$ cat config.mk
export PLATFORM = sky130hd
export DESIGN_NAME = rvlife_boot_ctrl
export DESIGN_NICKNAME = d
export VERILOG_FILES = /design/src/rtl/rvlife_boot_ctrl.sv
export SDC_FILE = /design/constraint.sdc
export NUM_CORES = 1
export LEC_CHECK = 0
export BUFFER_PORTS_ARGS = -buffer_cell sky130_fd_sc_hd__buf_2
export CAP_MARGIN = 0
export CELL_PAD_IN_SITES_DETAIL_PLACEMENT = 0
export CELL_PAD_IN_SITES_GLOBAL_PLACEMENT = 1
export CORE_MARGIN = 10
export CORE_UTILIZATION = 25
export CTS_CLUSTER_SIZE = 28
export DETAILED_ROUTE_END_ITERATION = 10
export HOLD_SLACK_MARGIN = 0.08
export PLACE_DENSITY = 0.62
export SYNTH_ARGS = -nofsm -noshare
export SYNTH_HDL_FRONTEND = slang
export SYNTH_SLANG_ARGS = --single-unit
$ cat constraint.sdc
create_clock -name clk -period 2.24 [get_ports clk]
set_input_delay 0.336 -clock clk [delete_from_list [all_inputs] [get_ports clk]]
set_output_delay 0.336 -clock clk [all_outputs]
set_load 0.05 [all_outputs]
$ cat src/rtl/rvlife_boot_ctrl.sv
// rvlife_boot_ctrl: loads a byte-stream program into ROM, runs the core, and reports pass/fail/timeout.
module rvlife_boot_ctrl #(
    parameter int ADDR_W     = 10,
    parameter int RESET_HOLD = 2,
    parameter int TIMEOUT    = 5000
) (
    input  logic              clk,
    input  logic              rst,
    input  logic              start,
    input  logic              ld_valid,
    input  logic [7:0]        ld_data,
    input  logic              ld_last,
    output logic              ld_ready,
    output logic              rom_we,
    output logic [ADDR_W-1:0] rom_addr,
    output logic [31:0]       rom_wdata,
    output logic              core_rstn,
    input  logic [31:0]       x26_val,
    input  logic [31:0]       x27_val,
    input  logic [31:0]       x3_val,
    output logic              busy,
    output logic              done,
    output logic              pass,
    output logic              fail,
    output logic              timeout,
    output logic [31:0]       fail_num,
    output logic [31:0]       cycle_cnt
);
    typedef enum logic [2:0] {IDLE, LOAD, HOLD, RUN, CHECK, DONE} state_t;
    state_t      state;
    logic [1:0]  idx;
    logic [31:0] word;
    logic [3:0]  hold_cnt;
    logic        full;
    logic [31:0] merged;
    logic        accept;
    logic        wrote_last;
    logic        flush;
    assign merged     = word | (32'(ld_data) << {idx, 3'b000});
    assign accept     = ld_valid & ld_ready;
    assign wrote_last = rom_we & (rom_addr == '1);
    assign flush      = (idx == 2'd3) | ld_last;
    always_ff @(posedge clk) begin
        if (rst) begin
            state     <= IDLE;
            idx       <= '0;
            word      <= '0;
            hold_cnt  <= '0;
            full      <= 1'b0;
            ld_ready  <= 1'b0;
            rom_we    <= 1'b0;
            rom_addr  <= '0;
            rom_wdata <= '0;
            core_rstn <= 1'b0;
            busy      <= 1'b0;
            done      <= 1'b0;
            pass      <= 1'b0;
            fail      <= 1'b0;
            timeout   <= 1'b0;
            fail_num  <= '0;
            cycle_cnt <= '0;
        end else begin
            rom_we <= 1'b0;
            if (rom_we) rom_addr <= rom_addr + ADDR_W'(1);
            // the top word is written once; any byte after it is an overflow
            if (wrote_last) full <= 1'b1;
            case (state)
                IDLE, DONE: if (start) begin
                    state     <= LOAD;
                    ld_ready  <= 1'b1;
                    busy      <= 1'b1;
                    done      <= 1'b0;
                    pass      <= 1'b0;
                    fail      <= 1'b0;
                    timeout   <= 1'b0;
                    fail_num  <= '0;
                    cycle_cnt <= '0;
                    rom_addr  <= '0;
                    idx       <= '0;
                    word      <= '0;
                    full      <= 1'b0;
                    core_rstn <= 1'b0;
                end
                LOAD: if (accept) begin
                    if (full | wrote_last) begin
                        state    <= DONE;
                        ld_ready <= 1'b0;
                        busy     <= 1'b0;
                        done     <= 1'b1;
                        fail     <= 1'b1;
                        fail_num <= '1;
                    end else begin
                        idx  <= idx + 2'd1;
                        word <= flush ? '0 : merged;
                        if (flush) begin
                            rom_we    <= 1'b1;
                            rom_wdata <= merged;
                        end
                        if (ld_last) begin
                            state    <= HOLD;
                            ld_ready <= 1'b0;
                            hold_cnt <= '0;
                        end
                    end
                end
                HOLD: if (hold_cnt == 4'(RESET_HOLD - 1)) begin
                    state     <= RUN;
                    core_rstn <= 1'b1;
                end else hold_cnt <= hold_cnt + 4'd1;
                RUN: begin
                    cycle_cnt <= cycle_cnt + 32'd1;
                    if (x26_val == 32'd1) state <= CHECK;
                    else if (cycle_cnt == 32'(TIMEOUT - 1)) begin
                        state     <= DONE;
                        timeout   <= 1'b1;
                        done      <= 1'b1;
                        busy      <= 1'b0;
                        core_rstn <= 1'b0;
                    end
                end
                CHECK: begin
                    state     <= DONE;
                    done      <= 1'b1;
                    busy      <= 1'b0;
                    core_rstn <= 1'b0;
                    if (x27_val == 32'd1) pass <= 1'b1;
                    else begin
                        fail     <= 1'b1;
                        fail_num <= x3_val;
                    end
                end
                default: state <= IDLE;
            endcase
        end
    end
endmodule

==> results of run 1 <==
==> cells in the mapped netlist (4+ instances only) <==
master and count:
sky130_fd_sc_hd__a211oi_1 33, sky130_fd_sc_hd__a21oi_1 84, sky130_fd_sc_hd__and2_1 4, sky130_fd_sc_hd__and3_1 7, sky130_fd_sc_hd__and4_1 7, sky130_fd_sc_hd__buf_2 19, sky130_fd_sc_hd__buf_4 4, sky130_fd_sc_hd__buf_6 5
sky130_fd_sc_hd__clkbuf_1 23, sky130_fd_sc_hd__dfxtp_1 156, sky130_fd_sc_hd__ha_1 5, sky130_fd_sc_hd__mux2_2 5, sky130_fd_sc_hd__mux2i_1 4, sky130_fd_sc_hd__nand2_1 26, sky130_fd_sc_hd__nand2b_1 5, sky130_fd_sc_hd__nand3_1 28
sky130_fd_sc_hd__nand3b_1 4, sky130_fd_sc_hd__nand4_1 12, sky130_fd_sc_hd__nand4b_1 6, sky130_fd_sc_hd__nor2_1 147, sky130_fd_sc_hd__nor2b_1 6, sky130_fd_sc_hd__nor3_1 11, sky130_fd_sc_hd__nor4_1 20, sky130_fd_sc_hd__o211ai_1 9
sky130_fd_sc_hd__o21a_1 4, sky130_fd_sc_hd__o21ai_0 12, sky130_fd_sc_hd__o2bb2ai_1 31, sky130_fd_sc_hd__or3_1 11, sky130_fd_sc_hd__xnor2_1 5, sky130_fd_sc_hd__xor2_1 10
==> through the flow <==
step	utilization	setup slack, ns	std cells	hold WS (ns)	cell area (um2)
final	0.347	0.133	1338	0.169	8990
after floorplan	-	0.0149	747	0.438	6550
after detailed placement	0.320	0.0641	1304	0.442	8280
after global routing	0.347	0.0220	1338	0.157	8990
after global placement	0.320	0.0772	1304	0.440	8280
after CTS	0.345	0.0907	1336	0.145	8940
==> worst max path at each step <==
stage,startpoint,depth (start not counted),slack [ns],to
after global routing,state[2]$_SDFFE_PP0P_,9,0.02,rom_wdata[5]$_SDFFE_PP0P_
final,state[2]$_SDFFE_PP0P_,8,0.13,fail$_SDFFE_PP0P_
after floorplan,rom_we$_SDFF_PP0_,10,0.01,fail_num[21]$_SDFFE_PP0P_
after detailed placement,x27_val[29],8,0.06,fail$_SDFFE_PP0P_
after CTS,state[2]$_SDFFE_PP0P_,8,0.09,fail$_SDFFE_PP0P_
after global placement,x27_val[29],8,0.08,fail$_SDFFE_PP0P_
==> power by group through the flow <==
stage                     combinational [W]  clock [W]  sequential [W]
after detailed placement            0.00235          0         0.00319
after CTS                           0.00236    0.00337         0.00313
after global placement              0.00236          0         0.00319
after global routing                0.00256    0.00349         0.00315
after floorplan                    0.000987          0         0.00374
final                               0.00235    0.00327         0.00313
==> kinds of logic (layout without fill, tap and decap cells) <==
group | Yosys count | after routing
AND/OR/NAND/NOR | 309 | 309
AO/OA/AOI/OAI | 195 | 195
flip-flops | 156 | 156
buffers and inverters | 58 | 314
XOR/XNOR | 15 | 15
multiplexers | 9 | 9
adder cells (fa/ha/maj) | 5 | 5
==> cell type report <==
cell class	instances	area [um2]	area share
flip-flops and latches	156	3140	0.350
inverters	3	11.3	0.00125
multi-input cells	533	3150	0.351
clock inverters	12	208	0.0231
repair buffers	279	1600	0.178
clock buffers	20	457	0.0508
well taps	335	419	0.0466
==> cells in the final DEF, fill, tap and decap left out, types with 5 or more instances in the layout <==
cell type	synthesis	final
sky130_fd_sc_hd__nand4_1	12	12
sky130_fd_sc_hd__dfxtp_2	0	13
sky130_fd_sc_hd__nand4b_1	6	6
sky130_fd_sc_hd__nand3_1	28	28
sky130_fd_sc_hd__mux2_2	5	5
sky130_fd_sc_hd__buf_12	0	5
sky130_fd_sc_hd__bufinv_16	0	5
sky130_fd_sc_hd__or3_1	11	10
sky130_fd_sc_hd__a21oi_1	84	84
sky130_fd_sc_hd__dfxtp_1	156	142
sky130_fd_sc_hd__o211ai_1	9	9
sky130_fd_sc_hd__buf_2	19	222
sky130_fd_sc_hd__nor4_1	20	20
sky130_fd_sc_hd__and4_1	7	6
sky130_fd_sc_hd__and3_1	7	7
sky130_fd_sc_hd__nor3_1	11	9
sky130_fd_sc_hd__nand2b_1	5	5
sky130_fd_sc_hd__ha_1	5	5
sky130_fd_sc_hd__a211oi_1	33	33
sky130_fd_sc_hd__xnor2_1	5	5
sky130_fd_sc_hd__o21ai_0	12	12
sky130_fd_sc_hd__o2bb2ai_1	31	31
sky130_fd_sc_hd__nor2b_1	6	5
sky130_fd_sc_hd__xor2_1	10	10
sky130_fd_sc_hd__buf_4	4	52
sky130_fd_sc_hd__clkbuf_16	0	17
sky130_fd_sc_hd__nand2_1	26	26
sky130_fd_sc_hd__nor2_1	147	146
==> sequential cells by signal (all words and copies together), names as in the netlist <==
register / count
core_rstn: 1
rom_wdata: 32
busy: 1
pass: 1
cycle_cnt: 32
word: 32
hold_cnt: 4
done: 1
rom_addr: 10
timeout: 1
rom_we: 1
full: 1
ld_ready: 1
fail_num: 32
state: 3
fail: 1
idx: 2
==> routing by layer <==
| layer | share of wire | up-vias | wire [um] |
|---|---|---|---|
| met2 | 0.45 | 178 | 10100 |
| li1 | - | 3201 | - |
| met4 | 0.0053 | 0 | 118 |
| met3 | 0.056 | 12 | 1250 |
| met1 | 0.49 | 2877 | 10800 |
| met5 | 0 | - | 0 |
==> critical path, stage by stage (launching register included) <==
cell and delay (ns):
sky130_fd_sc_hd__dfxtp_1 0.37, sky130_fd_sc_hd__buf_4 0.17, sky130_fd_sc_hd__nor4_1 0.06, sky130_fd_sc_hd__a41oi_1 0.25
sky130_fd_sc_hd__o21ai_2 0.09, sky130_fd_sc_hd__or3_1 0.37, sky130_fd_sc_hd__or3_4 0.36, sky130_fd_sc_hd__buf_12 0.17
sky130_fd_sc_hd__a21bo_2 0.19
==> repair_timing <==
item | CTS | global route
buffers inserted | 0 | 2
setup endpoints to repair | 0 | 56
hold buffers | 0 | 0
resized for setup | 0 | 6
==> flow_metrics.tcl, run 1 <==
set metrics [dict create \
    outcome "complete, no violations" \
    cts-root-buf "sky130_fd_sc_hd__clkbuf_16" \
    synth_compound_area_frac 0.197 \
    synthesis.area_um2 6530 \
    slew_headroom 0.607 \
    reg2reg_to "fail$_SDFFE_PP0P_" \
    synthToLayoutAreaGrowth_pct 37.7 \
    ff2ff_path_depth 8 \
    critical_path_arrival_ns 2.47 \
    layout.filler_cells 2714 \
    ff2ff_setup_slack_ns 0.13 \
    synthCells 747 \
    synth.yosys.warnings 0 \
    finalNetCount 1104 \
    power.share.combinational 0.268 \
    design.portCount 223 \
    sequential_area_share_after_synthesis 0.478 \
    min-delay-start "x3_val[16]" \
    setup_viol 0 \
    worst_ir_drop_vdd_uv 443 \
    vias_in_the_first_global_route 6118 \
    whs_endpoint "fail_num[16]$_SDFFE_PP0P_" \
    design.die.area_um2 33000 \
    p_seq_frac 0.357 \
    hp-class "in -> reg" \
    antenna_cells_inserted 0 \
    syn_area_per_cell_um2 8.74 \
    synth.area.mux_share 0.0148 \
    worstReg2RegStart "state[2]$_SDFFE_PP0P_" \
    worst_slew_pin_slew_ns 0.587 \
    ys_ff_latch 156 \
    synth_edf_count 0 \
    ant_nets 0 \
    finalCritPeriodShare 0.940 \
    die_height_um 182 \
    gr-usage-met1 0.174 \
    grt_max_degree 66 \
    layout-drive-gt1-share 0.346 \
    num_rows 59 \
    track_usage 0.131 \
    post-route-drc-count 0 \
    synth_adder_area_share 0.00958 \
    fin_total_pwr_w 0.00875 \
    average_wire_per_standard_cell_um 16.6 \
    totalNegativeSetupSlack_ns 0 \
    synthFlopType "sky130_fd_sc_hd__dfxtp_1" \
    crit_path_launch_type "register" \
    netSwitchingPower_w 0.00294 \
    initialDrtViolationCount 300 \
    antenna_found_initial 0 \
    cp.required_ns 2.60 \
    report.final.slew_viol_count 0 \
    core_area_um2 25900 \
    synth_top_cell_by_area "sky130_fd_sc_hd__dfxtp_1" \
    crit_fanout 33 \
    path_class "reg -> reg" \
    gr_met2_demand_resource 0.204 \
    clock-skew-final_ns 0.0104 \
    cts_htree_levels 4 \
    port_buffers 222 \
    fmaxAchievable_mhz 475 \
    tritoncts "yes" \
    synth-simple-area-share 0.235 \
    drt-pass1-iter-count 4 \
    switching_share 0.337 \
    clkSlewWorstSetupHoldPaths_ns 0.06 \
    synth.net_count 861 \
    cts-buffers-inserted 17 \
    power.clock.fraction 0.374 \
    post_synth_main_area_contributors "sky130_fd_sc_hd__dfxtp_1 48%, sky130_fd_sc_hd__nor2_1 8.5%, sky130_fd_sc_hd__a21oi_1 6.4%" \
    synth-async-reset-ratio 0 \
    grt_util_met3 0.0390 \
    overflow 0 \
    worst_hold_path.num_cells 3 \
    cts_max_path_buffers 2 \
    die_x_um 182 \
    combinational_family_with_the_most_area_after_synthesis "simple AND/OR/NAND/NOR gates" \
    grt_first_pass_wirelength_mm 35.2 \
    area_share_of_the_largest_cell_type_after_synthesis 0.478 \
    clkLatencyLatePin_ns 0.42 \
    grt_setup_unrepaired "false" \
    routed-via-count 6268 \
    sum_of_routed_wire_length_over_all_layers_mm 22.2 \
    power.leakage_nw 3.75 \
    floorplan.initialDensity 0.252 \
    drv.max_cap_violation_count 0 \
    setup.worst_path.end_class "register" \
    global_route.peak_usage_layer "met2" \
    clock-sinks 156 \
    synthDistinctLibCells 58 \
    final_hold_viol_count 0 \
    hpwlAfterDp_mm 16.7 \
    yosys.area_share.xor_xnor 0.0201 \
    period_minus_slack_ns 2.11 \
    gp_routability_congestion 0.801 \
    cell_internal_pwr_w 0.00580 \
    vias_cell 4.68 \
    p_per_area_nw_per_um2 973 \
]
No activity file was read; power rests on OpenSTA's default activity.
==> run 2: changes to the inputs <==
--- a/config.mk
+++ b/config.mk
@@ -9,7 +9,6 @@
 export CAP_MARGIN = 0
 export CELL_PAD_IN_SITES_DETAIL_PLACEMENT = 0
 export CELL_PAD_IN_SITES_GLOBAL_PLACEMENT = 1
-export CORE_MARGIN = 10
 export CORE_UTILIZATION = 25
 export CTS_CLUSTER_SIZE = 28
 export DETAILED_ROUTE_END_ITERATION = 10
==> flow_metrics.tcl, run 2 (synthesized netlist as in run 1, its figures left out) <==
set metrics [dict create \
    final_hold_viol_count 0 \
    synthToLayoutAreaGrowth_pct 36.6 \
    routed-via-count 6258 \
    seq_area_um2 3140 \
    setup.worst_path.end_class "register" \
    p_per_area_nw_per_um2 934 \
    overflow 0 \
    cts_hold_buffers 0 \
    finalCritPeriodShare 0.954 \
    antenna_found_initial 0 \
    setup_viol 0 \
    track_usage 0.150 \
    post-route-drc-count 0 \
    hp-class "in -> reg" \
    timing.hold.ws_ns 0.166 \
    worst_ir_drop_vdd_uv 453 \
    whs_endpoint "fail_num[3]$_SDFFE_PP0P_" \
    finalNetCount 1106 \
    crit_path_launch_type "register" \
    cell_internal_pwr_w 0.00537 \
    critical_path_arrival_ns 2.50 \
    core_area_um2 25400 \
    outcome "complete, no violations" \
    totalNegativeSetupSlack_ns 0 \
    stdcell_count 1335 \
    layout.filler_cells 2677 \
    fin_util 0.351 \
    layout_common_cells "222 x sky130_fd_sc_hd__buf_2, 146 x sky130_fd_sc_hd__nor2_1, 142 x sky130_fd_sc_hd__dfxtp_1, 84 x sky130_fd_sc_hd__a21oi_1, 53 x sky130_fd_sc_hd__buf_4" \
    mostFrequentLayoutCell "sky130_fd_sc_hd__buf_2" \
    design.portCount 223 \
    cts-buffers-inserted 17 \
    slew_headroom 0.622 \
    path_class "reg -> reg" \
    clkSlewWorstSetupHoldPaths_ns 0.07 \
    port_buffers 222 \
    initialDrtViolationCount 455 \
    cts_htree_levels 4 \
    ff2ff_path_depth 8 \
    drt-pass1-iter-count 4 \
    worst_hold_path.num_cells 3 \
    gp_routability_congestion 0.779 \
    power.clock.fraction 0.346 \
    drv.max_cap_violation_count 0 \
    hpwlAfterDp_mm 14.5 \
    die_height_um 164 \
    period_minus_slack_ns 2.14 \
    crit_fanout 33 \
    design.die.area_um2 26800 \
    floorplan.initialDensity 0.257 \
    min-delay-start "x3_val[3]" \
    report.final.slew_viol_count 0 \
    number_of_placed_instances_with_taps_included 1301 \
    layout-drive-gt1-share 0.345 \
    final_cell_area_um2 8920 \
    die_x_um 164 \
    vias_in_the_first_global_route 5746 \
    power.share.combinational 0.279 \
    num_rows 58 \
    ff2ff_setup_slack_ns 0.10 \
    clock-skew-final_ns 0.0101 \
    average_wire_per_standard_cell_um 15.4 \
    cts_max_path_buffers 2 \
    sum_of_routed_wire_length_over_all_layers_mm 20.5 \
    fmaxAchievable_mhz 468 \
    total_placed_instance_area_um2 8290 \
    grt_max_degree 66 \
    p_seq_frac 0.375 \
    reg2reg_to "fail$_SDFFE_PP0P_" \
    cts-root-buf "sky130_fd_sc_hd__clkbuf_16" \
    clock-sinks 156 \
    cp.required_ns 2.61 \
    netSwitchingPower_w 0.00297 \
    worstReg2RegStart "state[2]$_SDFFE_PP0P_" \
    ant_nets 0 \
    power.leakage_nw 3.72 \
    worst_setup_path_startpoint "state[2]$_SDFFE_PP0P_" \
    clkLatencyLatePin_ns 0.43 \
    multi_input_comb_area_um2 3130 \
    vias_cell 4.69 \
    antenna_cells_inserted 0 \
    switching_share 0.356 \
    grt_first_pass_wirelength_mm 31.4 \
    tritoncts "yes" \
    worst_slew_pin_slew_ns 0.565 \
]
run 2: per-layer routing:
metal	wire, um	vias to the layer above	GRT usage
li1	-	3203	-
met1	9560	2854	0.197
met2	9380	187	0.239
met3	1390	14	0.0399
met4	173	0	0.0408
met5	0	-	0
run 2: what timing repair did:
| item | 4_1_cts | 5_1_grt |
|---|---|---|
| resized for setup | 0 | 2 |
| endpoints found under the setup margin | 0 | 49 |
| setup buffers | 0 | 1 |
run 2: power by group through the flow:
stage          clock network (W)  logic, W  registers, W
6_report                 0.00288   0.00233       0.00312
3_5_place_dp                   0   0.00232       0.00318
3_3_place_gp                   0   0.00232       0.00319
4_1_cts                  0.00297   0.00232       0.00312
2_1_floorplan                  0  0.000987       0.00374
5_1_grt                  0.00309   0.00253       0.00315
run 2: how the worst max path moves through the flow:
stage                                     end  depth (start not counted)
floorplan           fail_num[21]$_SDFFE_PP0P_                         10
global placement    rom_wdata[9]$_SDFFE_PP0P_                          9
detailed placement          fail$_SDFFE_PP0P_                          8
CTS                     word[18]$_SDFFE_PP0P_                          8
global route        rom_wdata[0]$_SDFFE_PP0P_                          9
finish                      fail$_SDFFE_PP0P_                          8
run 2: critical path: stages (launching register included):
cell and delay [ns]:
sky130_fd_sc_hd__dfxtp_1 0.42, sky130_fd_sc_hd__buf_4 0.17, sky130_fd_sc_hd__nor4_1 0.05, sky130_fd_sc_hd__a41oi_1 0.24
sky130_fd_sc_hd__o21ai_2 0.09, sky130_fd_sc_hd__or3_1 0.36, sky130_fd_sc_hd__or3_1 0.36, sky130_fd_sc_hd__buf_12 0.19
sky130_fd_sc_hd__a21bo_2 0.19
run 2: metrics by stage:
| step | power (W) | setup WS [ns] |
|---|---|---|
| floorplan | 0.00473 | 0.0149 |
| global placement | 0.00551 | 0.0925 |
| detailed placement | 0.00550 | 0.107 |
| CTS | 0.00842 | 0.0751 |
| global route | 0.00877 | -0.00342 |
| finish | 0.00833 | 0.104 |
run 2: area by class of cell:
class,count,area share
timing repair buffer,281,0.183
clock inverter,13,0.0149
tap,330,0.0463
sequential,156,0.352
clock buffer,19,0.0508
multi-input combinational,533,0.351
inverter,3,0.00126
